--- config.mk ---
export PLATFORM = sky130hd
export DESIGN_NAME = pcie_rs_hip_seq
export DESIGN_NICKNAME = d
export VERILOG_FILES = /design/src/rtl/pcie_rs_pkg.sv /design/src/rtl/pcie_rs_sync.sv /design/src/rtl/pcie_rs_hip_seq.sv
export SDC_FILE = /design/constraint.sdc
export NUM_CORES = 1
export LEC_CHECK = 0
export ABC_AREA = 1
export ABC_CLOCK_PERIOD_IN_PS = 2320
export BUFFER_PORTS_ARGS = -buffer_cell sky130_fd_sc_hd__buf_2
export CORE_UTILIZATION = 50
export DETAILED_ROUTE_END_ITERATION = 16
export HOLD_SLACK_MARGIN = 0.08
export PLACE_DENSITY = 0.8
export SLEW_MARGIN = 20
export SYNTH_ARGS = -nofsm -noshare
export SYNTH_HDL_FRONTEND = slang
export SYNTH_HIERARCHICAL = 1
export SYNTH_SLANG_ARGS = --single-unit
--- constraint.sdc ---
create_clock -name pld_clk -period 2.32 [get_ports pld_clk]
set_clock_uncertainty 0.2 [all_clocks]
set_input_delay 0.116 -clock pld_clk [delete_from_list [all_inputs] [get_ports pld_clk]]
set_output_delay 0.116 -clock pld_clk [all_outputs]
set_load 0.02 [all_outputs]
--- src/rtl/pcie_rs_pkg.sv ---
// Shared types and constants for the PCIe hard-IP reset sequencer.
package pcie_rs_pkg;

  typedef enum logic [2:0] {
    StWaitPll,
    StCoreHold,
    StLinkWait,
    StAppHold,
    StRun,
    StFatal
  } state_e;

  localparam logic [4:0] LTSSM_L0 = 5'h0F;

  localparam logic [2:0] CAUSE_NONE    = 3'd0;
  localparam logic [2:0] CAUSE_DLUP    = 3'd1;
  localparam logic [2:0] CAUSE_HOTRST  = 3'd2;
  localparam logic [2:0] CAUSE_L2      = 3'd3;
  localparam logic [2:0] CAUSE_TIMEOUT = 3'd4;

  // Last timer value of a dwell of N cycles; test_sim shortens every dwell.
  function automatic int unsigned dwell_last(input logic sim, input int unsigned cyc,
                                             input int unsigned sim_cyc);
    return sim ? sim_cyc - 1 : cyc - 1;
  endfunction

endpackage

--- src/rtl/pcie_rs_sync.sv ---
// Two-flop synchroniser with asynchronous clear.
module pcie_rs_sync (
  input  logic clk_i,
  input  logic rst_ni,
  input  logic d_i,
  output logic q_o
);

  logic meta_q, sync_q;

  always_ff @(posedge clk_i or negedge rst_ni) begin
    if (!rst_ni) begin
      meta_q <= 1'b0;
      sync_q <= 1'b0;
    end else begin
      meta_q <= d_i;
      sync_q <= meta_q;
    end
  end

  assign q_o = sync_q;

endmodule

--- src/rtl/pcie_rs_hip_seq.sv ---
// Reset sequencer for PCIe hard IP: orders core/app reset release behind PLL lock,
// reconfig idle and link L0, retrains on link exits and escalates to fatal.
module pcie_rs_hip_seq
  import pcie_rs_pkg::*;
#(
  parameter int unsigned LANES          = 4,
  parameter int unsigned CNT_W          = 20,
  parameter int unsigned PLL_STABLE_CYC = 1024,
  parameter int unsigned CORE_HOLD_CYC  = 32,
  parameter int unsigned APP_HOLD_CYC   = 64,
  parameter int unsigned LTSSM_TO_CYC   = 500000,
  parameter int unsigned SIM_CYC        = 16,
  parameter int unsigned MAX_RETRAIN    = 3
) (
  input  logic       pld_clk,
  input  logic       npor,
  input  logic       pll_locked,
  input  logic       busy_reconfig,
  input  logic       test_sim,
  input  logic [4:0] ltssm,
  input  logic [3:0] lane_act,
  input  logic       dlup_exit,
  input  logic       hotrst_exit,
  input  logic       l2_exit,
  output logic       crst,
  output logic       srst,
  output logic       app_rstn,
  output logic       link_up,
  output logic       degraded,
  output logic       fatal,
  output logic [2:0] rst_cause,
  output logic [3:0] retrain_cnt
);

  logic pll_s, busy_s;

  pcie_rs_sync u_sync_pll (
    .clk_i  (pld_clk),
    .rst_ni (npor),
    .d_i    (pll_locked),
    .q_o    (pll_s)
  );

  pcie_rs_sync u_sync_busy (
    .clk_i  (pld_clk),
    .rst_ni (npor),
    .d_i    (busy_reconfig),
    .q_o    (busy_s)
  );

  logic [CNT_W-1:0] pll_lim, core_lim, app_lim, to_lim;

  assign pll_lim  = CNT_W'(dwell_last(test_sim, PLL_STABLE_CYC, SIM_CYC));
  assign core_lim = CNT_W'(dwell_last(test_sim, CORE_HOLD_CYC, SIM_CYC));
  assign app_lim  = CNT_W'(dwell_last(test_sim, APP_HOLD_CYC, SIM_CYC));
  assign to_lim   = CNT_W'(dwell_last(test_sim, LTSSM_TO_CYC, SIM_CYC));

  state_e           state_q, state_d;
  logic [CNT_W-1:0] timer_q, timer_d;
  logic [3:0]       retry_q, retry_d;
  logic [3:0]       retrain_cnt_q, retrain_cnt_d;
  logic [2:0]       rst_cause_q, rst_cause_d;
  logic             degraded_q, degraded_d;
  logic             crst_q, crst_d;
  logic             app_rstn_q, app_rstn_d;
  logic             link_up_q, link_up_d;
  logic             fatal_q, fatal_d;
  logic             retrain;
  logic [2:0]       retrain_cause;

  always_comb begin
    state_d       = state_q;
    timer_d       = timer_q + CNT_W'(1);
    retry_d       = retry_q;
    retrain_cnt_d = retrain_cnt_q;
    rst_cause_d   = rst_cause_q;
    degraded_d    = degraded_q | ((state_q == StRun) && (32'(lane_act) < LANES));
    retrain       = 1'b0;
    retrain_cause = CAUSE_NONE;

    // Loss of PLL lock outranks every retrain cause and is not counted.
    unique case (state_q)
      StWaitPll: begin
        if (pll_s && !busy_s) begin
          if (timer_q == pll_lim) state_d = StCoreHold;
        end else begin
          timer_d = '0;
        end
      end
      StCoreHold: begin
        if (!pll_s) state_d = StWaitPll;
        else if (timer_q == core_lim) state_d = StLinkWait;
      end
      StLinkWait: begin
        if (!pll_s) begin
          state_d = StWaitPll;
        end else if (ltssm == LTSSM_L0) begin
          state_d = StAppHold;
        end else if (timer_q == to_lim) begin
          retrain       = 1'b1;
          retrain_cause = CAUSE_TIMEOUT;
        end
      end
      StAppHold: begin
        if (!pll_s) begin
          state_d = StWaitPll;
        end else if (!hotrst_exit) begin
          retrain       = 1'b1;
          retrain_cause = CAUSE_HOTRST;
        end else if (ltssm != LTSSM_L0) begin
          state_d = StLinkWait;
        end else if (timer_q == app_lim) begin
          state_d = StRun;
          retry_d = '0;
        end
      end
      StRun: begin
        if (!pll_s) begin
          state_d = StWaitPll;
        end else if (!dlup_exit) begin
          retrain       = 1'b1;
          retrain_cause = CAUSE_DLUP;
        end else if (!hotrst_exit) begin
          retrain       = 1'b1;
          retrain_cause = CAUSE_HOTRST;
        end else if (!l2_exit) begin
          retrain       = 1'b1;
          retrain_cause = CAUSE_L2;
        end
      end
      StFatal: begin
        timer_d = timer_q;
      end
      default: state_d = StWaitPll;
    endcase

    if (retrain) begin
      retrain_cnt_d = (retrain_cnt_q == 4'hF) ? retrain_cnt_q : retrain_cnt_q + 4'd1;
      rst_cause_d   = retrain_cause;
      retry_d       = (retry_q == 4'hF) ? retry_q : retry_q + 4'd1;
      state_d       = (32'(retry_d) > MAX_RETRAIN) ? StFatal : StCoreHold;
    end

    if (state_d != state_q) timer_d = '0;

    // Pins follow the next state so they change on the same edge as the state register.
    crst_d     = (state_d == StWaitPll) || (state_d == StCoreHold);
    app_rstn_d = (state_d == StRun);
    link_up_d  = (state_d == StRun);
    fatal_d    = (state_d == StFatal);
  end

  always_ff @(posedge pld_clk or negedge npor) begin
    if (!npor) begin
      state_q       <= StWaitPll;
      timer_q       <= '0;
      retry_q       <= '0;
      retrain_cnt_q <= '0;
      rst_cause_q   <= CAUSE_NONE;
      degraded_q    <= 1'b0;
      crst_q        <= 1'b1;
      app_rstn_q    <= 1'b0;
      link_up_q     <= 1'b0;
      fatal_q       <= 1'b0;
    end else begin
      state_q       <= state_d;
      timer_q       <= timer_d;
      retry_q       <= retry_d;
      retrain_cnt_q <= retrain_cnt_d;
      rst_cause_q   <= rst_cause_d;
      degraded_q    <= degraded_d;
      crst_q        <= crst_d;
      app_rstn_q    <= app_rstn_d;
      link_up_q     <= link_up_d;
      fatal_q       <= fatal_d;
    end
  end

  assign crst        = crst_q;
  assign srst        = crst_q;
  assign app_rstn    = app_rstn_q;
  assign link_up     = link_up_q;
  assign degraded    = degraded_q;
  assign fatal       = fatal_q;
  assign rst_cause   = rst_cause_q;
  assign retrain_cnt = retrain_cnt_q;

endmodule
==> out/metrics.csv, run 1 <==
stage,metric,value,unit
clock_network,cts.clk_slew.worst_paths,100,ps
sta,finalHoldViolCount,0,
synth,yosysTopAreaCellShare,38.9,%
floorplanning,io_pins,30,
floorplanning,die_h,74.6,um
clock_network,numCtsBuffers,5,
floorplanning,core-area,5110,um2
clock_network,cts_tree,built,
finish,final_common_cell,nand2_1,
power,power,1850,uW
power,powerDensity,530,nW/um2
floorplanning,die_area,5570,um2
power,leakage,0.00166,uW
power,p_comb_share,15.7,%
worst_setup_path,cpMostUsedCell,nand2_2,
power,cell_internal_pwr,1330,uW
sta,fin_crit,2440,ps
synth,ys_warn_count,6,
worst_setup_path,crit_end,timer_q[11],
synth,avgSynthCellArea,7.34,um2
worst_setup_path,crit_start,state_q[0],
synth,yosys-top-cells-area,"dfrtp_1 39%, nand2_1 11%, nor2_1 6.4%, nor2_2 5.9%, inv_1 4.6%",
worst_setup_path,crit_type,flop to flop,
clock_network,clk_latency,320,ps
sta,setup_viol,21,
placed_design,dp.final_hpwl,4250,um
route,routed_via_density,5.73,
sta,finalCritPeriodShare,105,%
synth,synthCells,359,
grt,grt_overflow,0,
sta,slew_violations,0,
route,num_vias,2821,
synth,ys_types,35,
sta,maxSlewHeadroom,37.7,%
floorplanning,die_width,74.6,um
route,drt-pass1-iter-count,5,
power,power.share.sequential,45.5,%
synth,synthesis.nets,379,
route,first_iter_violations,252,
clock_network,h-tree-depth,2,
worst_setup_path,cp.arrival,2440,ps
outcome,violations,setup timing,
worst_setup_path,critPathCaptureType,flop,
route,postRouteAntennaNets,0,
outcome,status,finished with violations,
grt,grt_start_max_net_pins,43,
hold_path,hold_class,flop to flop,
worst_setup_path,r2r_end,timer_q[11],
finish,final_area,3490,um2
worst_setup_path,path_cells,inv_1 -> nand2_1 -> nor2_4 -> nand3_1 -> nor2_2 -> nand3_4 -> nand2_8 -> inv_8 -> nand2_2 -> nand2_4 -> nand2_2 -> nand2_2 -> nand3_4 -> clkbuf_16 -> nor2_2,
route,wirelength,7770,um
hold_path,min_from,u_sync_busy/meta_q,
worst_setup_path,critPathTopFamily,simple AND/OR/NAND/NOR gates,
worst_setup_path,crit_fanout,9,
worst_setup_path,slowest_stage,dfrtp_1,
finish,layoutNonFillerInstCount,492,
finish,areaGrowthSynthToFinish,32.5,%
finish,fillCellCount,388,
grt,antenna_found_initial,0,
worst_setup_path,crit_required,2320,ps
sta,worstMarginPinSlew,935,ps
sta,finalSetupTns,-2030,ps
worst_setup_path,worst_setup_path_start_kind,flop,
finish,fin_nets,441,
route,wl_per_cell,15.8,um
synth,synth_seq_cells,42,
synth,synth.yosys.seq_area_share,39.9,%
floorplanning,num_rows,26,
finish,drive_above_1_share,33.9,%
worst_setup_path,cpPeakStageDelay,480,ps
placed_design,placedCellCount,460,
job,drv_cap,0,
floorplanning,initial_core_util,51.6,%
synth,netlist_area,2640,um2
sta,setup_slack,-121,ps
synth,yosysTopAreaCell,dfrtp_1,
placed_design,io_buffers,27,
finish,layout_common_cells,"68 x nand2_1, 39 x nor2_1, 37 x dfrtp_1",
power,swShare,27.9,%
finish,multi_input_comb_area,1570,um2
worst_setup_path,reg2reg_depth,15,
route,drc,0,
sta,rsz0062_at_grt,true,
worst_setup_path,cp_num_buf_inv,3,
clock_network,root_buffer,clkbuf_8,
grt,grt_pass1_wl,10400,um
grt,grt_pass1_vias,2406,
finish,antennaDiodeCount,0,
grt,track_usage,24.5,%
power,pwr-share-clk,38.8,%
worst_setup_path,r2r_slack,-120,ps
power,p_sw,516,uW
clock_network,cts.sinks,42,
placed_design,gp_congestion,0.867,
power,ir_worst_vdd,0.000491,V
sta,fmax,0.410,GHz
placed_design,dpl_cell_area,2910,um2
worst_setup_path,crit_cells,15,
worst_setup_path,r2r_start,state_q[0],
finish,utilization,68.4,%
finish,seq_area,1060,um2
clock_network,clock_path_buffers,2,
[registers in the layout (all words and copies together), names as in the netlist]
name,cells
timer_q,20
retrain_cnt,4
retry_q,4
rst_cause,3
state_q,3
crst,1
degraded,1
fatal,1
link_up,1
u_sync_busy/meta_q,1
u_sync_busy/q_o,1
u_sync_pll/meta_q,1
u_sync_pll/q_o,1
[power groups by stage]
stage | logic, uW | clock network, uW | registers [uW]
floorplan | 120 | 0 | 889
global placement | 248 | 0 | 849
detailed placement | 260 | 0 | 852
CTS | 274 | 718 | 838
global route | 322 | 751 | 850
finish | 290 | 719 | 841
[Yosys cell counts, drive strengths merged]
library cell	n
nand4	7
a21o	3
xor2	4
and3	1
xnor2	1
o21ai	24
clkbuf	2
ha	3
nor4	1
a21oi	18
mux2	1
nand3b	2
nand2	86
nor2	72
a31oi	5
buf	6
a31o	1
dfstp	1
inv	39
nand3	26
dfrtp	41
nor3	15
[worst register-to-register path: stages (launching register included)]
cell,delay (ps)
dfrtp_1,480
inv_1,110
nand2_1,110
nor2_4,180
nand3_1,130
nor2_2,150
nand3_4,120
nand2_8,130
inv_8,60
nand2_2,80
nand2_4,70
nand2_2,80
nand2_2,70
nand3_4,120
clkbuf_16,190
nor2_2,40
[layer usage]
| metal | up-vias | wire, um | global-route usage [%] |
|---|---|---|---|
| li1 | 1288 | - | - |
| met1 | 1336 | 3110 | 31.7 |
| met2 | 159 | 3820 | 40.4 |
| met3 | 38 | 559 | 4.82 |
| met4 | 0 | 271 | 9.64 |
| met5 | - | 0 | 0 |
[final cells by class]
cell class,count,share of cell area [%]
multi-input combinational,270,45.1
sequential,42,30.3
timing repair buffer,63,13.8
inverter,39,4.41
tap,70,2.51
clock buffer,5,1.97
clock inverter,3,1.97
[metrics by stage]
stage                     worst slack (ps)  hold WS, ps
after floorplan                        246         -380
after global placement                89.4         25.0
after detailed placement              29.3         25.3
after CTS                             9.97          111
after global routing                  -245          170
final                                 -121          152
[worst min-delay path by stage]
stage | end | slack, ps | depth (start not counted)
after floorplan | degraded | -380 | 0
after global placement | u_sync_pll/meta_q | 30 | 1
after detailed placement | u_sync_pll/meta_q | 30 | 1
after CTS | rst_cause[1] | 110 | 4
after global routing | u_sync_pll/q_o | 170 | 0
final | u_sync_busy/q_o | 150 | 0
[logic make-up (layout without fill, tap and decap cells)]
family	Yosys count	after routing	synth area share [%]
fa+ha+maj	3	3	1.42
xor+xnor	5	5	1.66
mux	1	1	0.427
compound gates	51	51	10.9
flops	42	42	39.9
buf+inv	47	110	7.74
simple gates	210	210	37.9
[what timing repair did]
item,in CTS,in global routing
setup endpoints to repair,0,21
hold buffers,10,0
endpoints found under the hold margin,48,0
resized for setup,0,50
buffers inserted,0,11
Note: power is estimated with default switching activity, not from simulation.
==> inputs of run 2 (changes only) <==
- ABC_CLOCK_PERIOD_IN_PS: 2320 -> 2400
- MAX_ROUTING_LAYER: default -> met4
- clock period: 2.32 -> 2.4 ns (I/O delays scaled with it)
==> run 2 against run 1 <==
The flow now finishes without violations. Sequential power decreased by 3.7%. Die area unchanged. Worst hold slack got worse by 18 ps. Cell count decreased by 2.6%. Critical path depth unchanged. Clock-buffer cell count unchanged. Final area decreased by 9.2%. Global-route usage decreased by 1.7 points. Flip-flop and latch count unchanged.
==> out/metrics.csv, run 2 (synthesis results as in run 1) <==
stage,metric,value,unit,change
hold_path,holdPathStages,4,,+4
sta,worstMarginPinSlew,899,ps,-36.2 ps
sta,fmax,0.441,GHz,+7.6%
worst_setup_path,crit_fanout,10,,+1
clock_network,cts.sinks,42,,unchanged
finish,utilization,62.1,%,-6.3 points
grt,grt_pass1_wl,9520,um,-8.3%
floorplanning,core-area,5110,um2,unchanged
finish,areaGrowthSynthToFinish,20.3,%,
worst_setup_path,reg2reg_depth,15,,unchanged
worst_setup_path,r2r_slack,130,ps,+250 ps
power,leakage,0.00152,uW,-8.3%
grt,use_met2,37.0,%,-3.4 points
finish,final_area,3170,um2,-9.2%
route,routed_via_density,5.28,,-8.0%
grt,use_met1,29.5,%,-2.1 points
worst_setup_path,crit_type,flop to flop,,
floorplanning,initial_core_util,51.6,%,unchanged
sta,fin_crit,2270,ps,-173 ps
sta,slew_violations,0,,unchanged
worst_setup_path,cp.arrival,2250,ps,-190 ps
route,num_vias,2528,,-10%
grt,track_usage,22.7,%,-1.7 points
placed_design,dp.final_hpwl,4180,um,-1.5%
grt,antenna_found_initial,0,,unchanged
route,first_iter_violations,210,,-17%
finish,largest_reg_flops,20,,unchanged
finish,drive_above_1_share,26.4,%,-7.5 points
grt,met3_usage,3.61,%,-1.2 points
finish,fillCellCount,453,,+17%
clock_network,clk_latency,300,ps,-20 ps
clock_network,numCtsBuffers,5,,unchanged
placed_design,gp_congestion,0.898,,+3.5%
route,drc,0,,unchanged
worst_setup_path,path_cells,ha_4 -> nand2_2 -> nor2_4 -> nand3_1 -> nor2_2 -> nand2_1 -> nand2_1 -> nand3_1 -> nand2_2 -> nand3_2 -> nand2_1 -> nand2_1 -> nand3_4 -> clkbuf_16 -> nor2_2,,
sta,setup_slack,132,ps,+253 ps
hold_path,whs_endpoint,rst_cause[1],,
worst_setup_path,crit_required,2380,ps,+60 ps
floorplanning,die_h,74.6,um,unchanged
sta,finalHoldViolCount,0,,unchanged
placed_design,pre_cts_slack,92.9,ps,+63.6 ps
clock_network,cts.clk_slew.worst_paths,90,ps,about the same
route,postRouteAntennaNets,0,,unchanged
job,drv_cap,0,,unchanged
grt,grt_overflow,0,,unchanged
placed_design,io_buffers,27,,unchanged
grt,busiest_layer,met2,,
floorplanning,num_rows,26,,unchanged
worst_setup_path,worst_setup_path_start_kind,flop,,
sta,setup_viol,0,,-100%
route,drt-pass1-iter-count,5,,unchanged
power,powerDensity,489,nW/um2,-7.7%
worst_setup_path,cpMostUsedCell,nand2_1,,
hold_path,hold_class,input pin to flop,,
grt,grt_pass1_vias,2202,,-8.5%
route,wl_per_cell,12.8,um,-19%
finish,layout_common_cells,"78 x nand2_1, 42 x nor2_1, 40 x dfrtp_1",,
finish,fin_nets,428,,-2.9%
worst_setup_path,slowest_stage,dfrtp_1,,
grt,grt_start_max_net_pins,43,,unchanged
clock_network,cts_tree,built,,
worst_setup_path,r2r_end,timer_q[13],,
worst_setup_path,r2r_start,timer_q[1],,
clock_network,clock_path_buffers,2,,unchanged
finish,final_common_cell,nand2_1,,
worst_setup_path,critPathCaptureType,flop,,
placed_design,dpl_cell_area,2880,um2,-1.0%
floorplanning,die_area,5570,um2,unchanged
clock_network,h-tree-depth,2,,unchanged
outcome,status,"finished, final reports clean",,
hold_path,min_from,hotrst_exit,,
route,wirelength,6140,um,-21%
finish,regMostFlops,timer_q,,
sta,finalCritPeriodShare,94.5,%,-11 points
clock_network,root_buffer,clkbuf_8,,
finish,antennaDiodeCount,0,,unchanged
sta,maxSlewHeadroom,40.1,%,+2.4 points
worst_setup_path,cpPeakStageDelay,410,ps,-70 ps
floorplanning,die_width,74.6,um,unchanged
power,ir_worst_vdd,0.000469,V,-4.5%
floorplanning,io_pins,30,,unchanged
[run 2: changes by cell type in the layout (fill, tap and decap cells not counted), sizes merged]
cell	delta
buf	-12
bufinv	-2
clkbuf	-1
clkinvlp	+1
inv	+1
[run 2: area by class of cell]
cell class / instances / area, um2 / share of cell area, %
inverter: 39 / 149 / 4.69
multi-input combinational: 270 / 1430 / 44.9
sequential: 42 / 1050 / 33.2
clock inverter: 3 / 25.0 / 0.789
timing repair buffer: 50 / 363 / 11.4
clock buffer: 5 / 68.8 / 2.17
tap: 70 / 87.6 / 2.76
[run 2: worst max path at each step]
stage	end	startpoint	slack, ps	cells past startpoint
detailed placement	timer_q[11]	timer_q[0]	90	15
CTS	timer_q[17]	timer_q[0]	60	15
finish	timer_q[13]	timer_q[1]	130	15
global placement	timer_q[11]	timer_q[0]	120	15
floorplan	timer_q[13]	timer_q[0]	330	15
global route	timer_q[5]	timer_q[1]	-30	15
[run 2: critical path: cells and delay by family, from the launching register on]
| family | cells | cell delay [ps] |
|---|---|---|
| AND/OR/NAND/NOR | 13 | 1180 |
| flip-flops | 1 | 410 |
| adder cells (fa/ha/maj) | 1 | 170 |
| buffers and inverters | 1 | 190 |
[run 2: per-layer routing]
layer	part of all wire [%]	wire length, um
met5	0	0
met4	0.72	44
met1	45	2740
met3	5.0	310
met2	50	3040
[run 2: report_power, final]
group / switching (uW) / internal, uW
registers: 44.6 / 766
logic: 162 / 104
clock network: 265 / 210
[run 2: per-stage QoR]
step	TNS (ps)	cells	hold WS (ps)	total power [uW]
final	0	479	134	1550
after global routing	-352	479	161	1630
after CTS	0	474	122	1560
after detailed placement	0	456	29.3	1070
after global placement	0	456	31.2	1060
after floorplan	0	359	-376	976
[run 2: timing repair]
item | in CTS | in global routing
setup endpoints to repair | 0 | 20
setup buffers | 0 | 4
hold buffers | 10 | 0
endpoints found under the hold margin | 48 | 0
gates resized for setup | 0 | 11
==> inputs of run 3 (changes only) <==
- CTS_BUF_LIST: default -> sky130_fd_sc_hd__clkbuf_16
==> run 3 against run 2 <==
Worst hold slack better by 15 ps. Routed wire length grew 0.99%. Final area is 1.8% higher. Clock power up 42%. Global-route usage up 1.3 points. Die area unchanged. Cell count unchanged. Clock-buffer cell count stayed put. Flip-flop and latch count unchanged. Combinational power about the same. Register-to-register slack about the same. Setup slack got worse by 9.1 ps.
==> out/metrics.csv, run 3 (synthesis results as in run 1) <==
stage,metric,value,unit,change
outcome,status,"finished, final reports clean",,
worst_setup_path,crit_fanout,10,,unchanged
worst_setup_path,cpMostUsedCell,nand2_1,,
worst_setup_path,r2r_start,timer_q[1],,
route,met1Wirelength,2730,um,-0.33%
placed_design,dp.final_hpwl,4180,um,unchanged
finish,areaGrowthSynthToFinish,22.5,%,
route,highest_layer,met4,,
sta,slew_violations,0,,unchanged
power,swShare,28.1,%,-2.3 points
power,cell_internal_pwr,1260,uW,+17%
worst_setup_path,worst_setup_path_start_kind,flop,,
worst_setup_path,r2r_end,timer_q[13],,
finish,final_area,3230,um2,+1.8%
route,wl_per_cell,12.9,um,+0.99%
clock_network,h-tree-depth,2,,unchanged
floorplanning,die_area,5570,um2,unchanged
grt,grt_pass1_vias,2208,,+0.27%
floorplanning,io_pins,30,,unchanged
finish,multi_input_comb_area,1430,um2,unchanged
route,wl_met3,359,um,+16%
grt,grt_overflow,0,,unchanged
sta,finalCritPeriodShare,94.9,%,+0.38 points
route,first_iter_violations,203,,-3.3%
clock_network,clk_latency,290,ps,about the same
grt,grt_start_max_net_pins,43,,unchanged
hold_path,hold_class,flop to flop,,
power,p_comb_share,15.1,%,-2.0 points
finish,final_common_cell,nand2_1,,
route,num_vias,2537,,+0.36%
finish,drive_above_1_share,26.7,%,+0.24 points
floorplanning,core-area,5110,um2,unchanged
power,p_sw,493,uW,+4.6%
finish,fillCellCount,442,,-2.4%
worst_setup_path,slowest_stage,dfrtp_1,,
floorplanning,die_h,74.6,um,unchanged
sta,setup_viol,0,,unchanged
finish,regMostFlops,timer_q,,
floorplanning,initial_core_util,51.6,%,unchanged
sta,hold_slack,149,ps,+15.2 ps
worst_setup_path,cp.arrival,2250,ps,about the same
placed_design,gp_congestion,0.898,,unchanged
sta,setup_slack,123,ps,-9.12 ps
hold_path,holdPathStages,0,,-4
sta,maxSlewHeadroom,40.2,%,+0.10 points
power,powerDensity,543,nW/um2,+11%
clock_network,clock_path_buffers,2,,unchanged
sta,fin_crit,2280,ps,+9.12 ps
route,drc,0,,unchanged
floorplanning,die_width,74.6,um,unchanged
clock_network,numCtsBuffers,5,,unchanged
power,power,1750,uW,+13%
clock_network,cts.clk_slew.worst_paths,60,ps,-30 ps
finish,largest_reg_flops,20,,unchanged
worst_setup_path,critPathCaptureType,flop,,
worst_setup_path,crit_required,2370,ps,about the same
finish,antennaDiodeCount,0,,unchanged
power,ir_worst_vdd,0.000421,V,-10%
grt,grt_pass1_wl,9740,um,+2.3%
grt,track_usage,24.0,%,+1.3 points
worst_setup_path,cpPeakStageDelay,400,ps,about the same
power,power.share.sequential,46.3,%,-6.0 points
worst_setup_path,reg2reg_depth,15,,unchanged
clock_network,root_buffer,clkbuf_16,,
placed_design,io_buffers,27,,unchanged
route,dr_wl_met2,3050,um,+0.36%
hold_path,whs_endpoint,u_sync_busy/q_o,,
route,routed_via_density,5.30,,+0.36%
route,drt-pass1-iter-count,5,,unchanged
worst_setup_path,path_cells,ha_4 -> nand2_2 -> nor2_4 -> nand3_1 -> nor2_2 -> nand2_1 -> nand2_1 -> nand3_1 -> nand2_2 -> nand3_2 -> nand2_1 -> nand2_1 -> nand3_4 -> clkbuf_16 -> nor2_2,,
finish,utilization,63.2,%,+1.1 points
power,pwr-share-clk,38.5,%,+7.9 points
sta,finalHoldViolCount,0,,unchanged
finish,seq_area,1050,um2,+0.12%
floorplanning,num_rows,26,,unchanged
finish,layout_common_cells,"78 x nand2_1, 42 x nor2_1, 39 x dfrtp_1",,
worst_setup_path,crit_type,flop to flop,,
placed_design,pre_cts_slack,92.9,ps,unchanged
sta,fmax,0.439,GHz,-0.40%
clock_network,cts_tree,built,,
route,wirelength,6200,um,+0.99%
clock_network,cts.sinks,42,,unchanged
power,leakage,0.00154,uW,+1.5%
grt,antenna_found_initial,0,,unchanged
hold_path,min_from,u_sync_busy/meta_q,,
finish,fin_nets,428,,unchanged
job,drv_cap,0,,unchanged
sta,worstMarginPinSlew,897,ps,-1.53 ps
placed_design,dpl_cell_area,2880,um2,unchanged
worst_setup_path,r2r_slack,120,ps,about the same
route,postRouteAntennaNets,0,,unchanged
-- run 3: cell counts in the layout (fill, tap and decap cells not counted) --
Identical to the previous run, type by type.
-- run 3: area by class of cell --
| type | count | share of cell area (%) |
|---|---|---|
| well taps | 70 | 2.71 |
| multi-input cells | 270 | 44.1 |
| repair buffers | 50 | 11.2 |
| clock inverters | 3 | 0.775 |
| inverters | 39 | 4.61 |
| clock buffers | 5 | 3.87 |
| flip-flops and latches | 42 | 32.7 |
-- run 3: per-layer routing --
layer  up-vias  track usage, %
met5         -               -
met1      1183            29.6
met2        91            38.6
met3         5            6.69
met4         0            7.13
li1       1258               -
-- run 3: metrics by stage --
stage	TNS, ps	std cells
after floorplan	0	359
after global placement	0	456
after detailed placement	0	456
after CTS	0	474
after global routing	-469	479
final	0	479
-- run 3: worst max-delay path by stage --
stage               start     endpoint  slack (ps)  depth (start not counted)
2_1_floorplan  timer_q[0]  timer_q[13]         330                         15
3_3_place_gp   timer_q[0]  timer_q[11]         120                         15
3_5_place_dp   timer_q[0]  timer_q[11]          90                         15
4_1_cts        timer_q[0]  timer_q[17]          60                         15
5_1_grt        timer_q[1]   timer_q[2]         -40                         14
6_report       timer_q[1]  timer_q[13]         120                         15
-- run 3: power by group through the flow --
stage	clock network (uW)	logic [uW]	registers, uW
2_1_floorplan	0	116	860
3_3_place_gp	0	238	821
3_5_place_dp	0	249	825
4_1_cts	693	263	812
5_1_grt	723	305	821
6_report	676	266	812
-- run 3: critical path, delay by kind of cell (launching register included) --
kind	cells	cell delay [ps]
buffers and inverters	1	180
adder cells (fa/ha/maj)	1	170
flip-flops	1	400
AND/OR/NAND/NOR	13	1190
-- run 3: timing repair --
action                                  4_1_cts  5_1_grt
endpoints found under the setup margin        0       20
endpoints found under the hold margin        47        0
hold buffers                                 10        0
resized for setup                             0       12
buffers inserted                              0        4
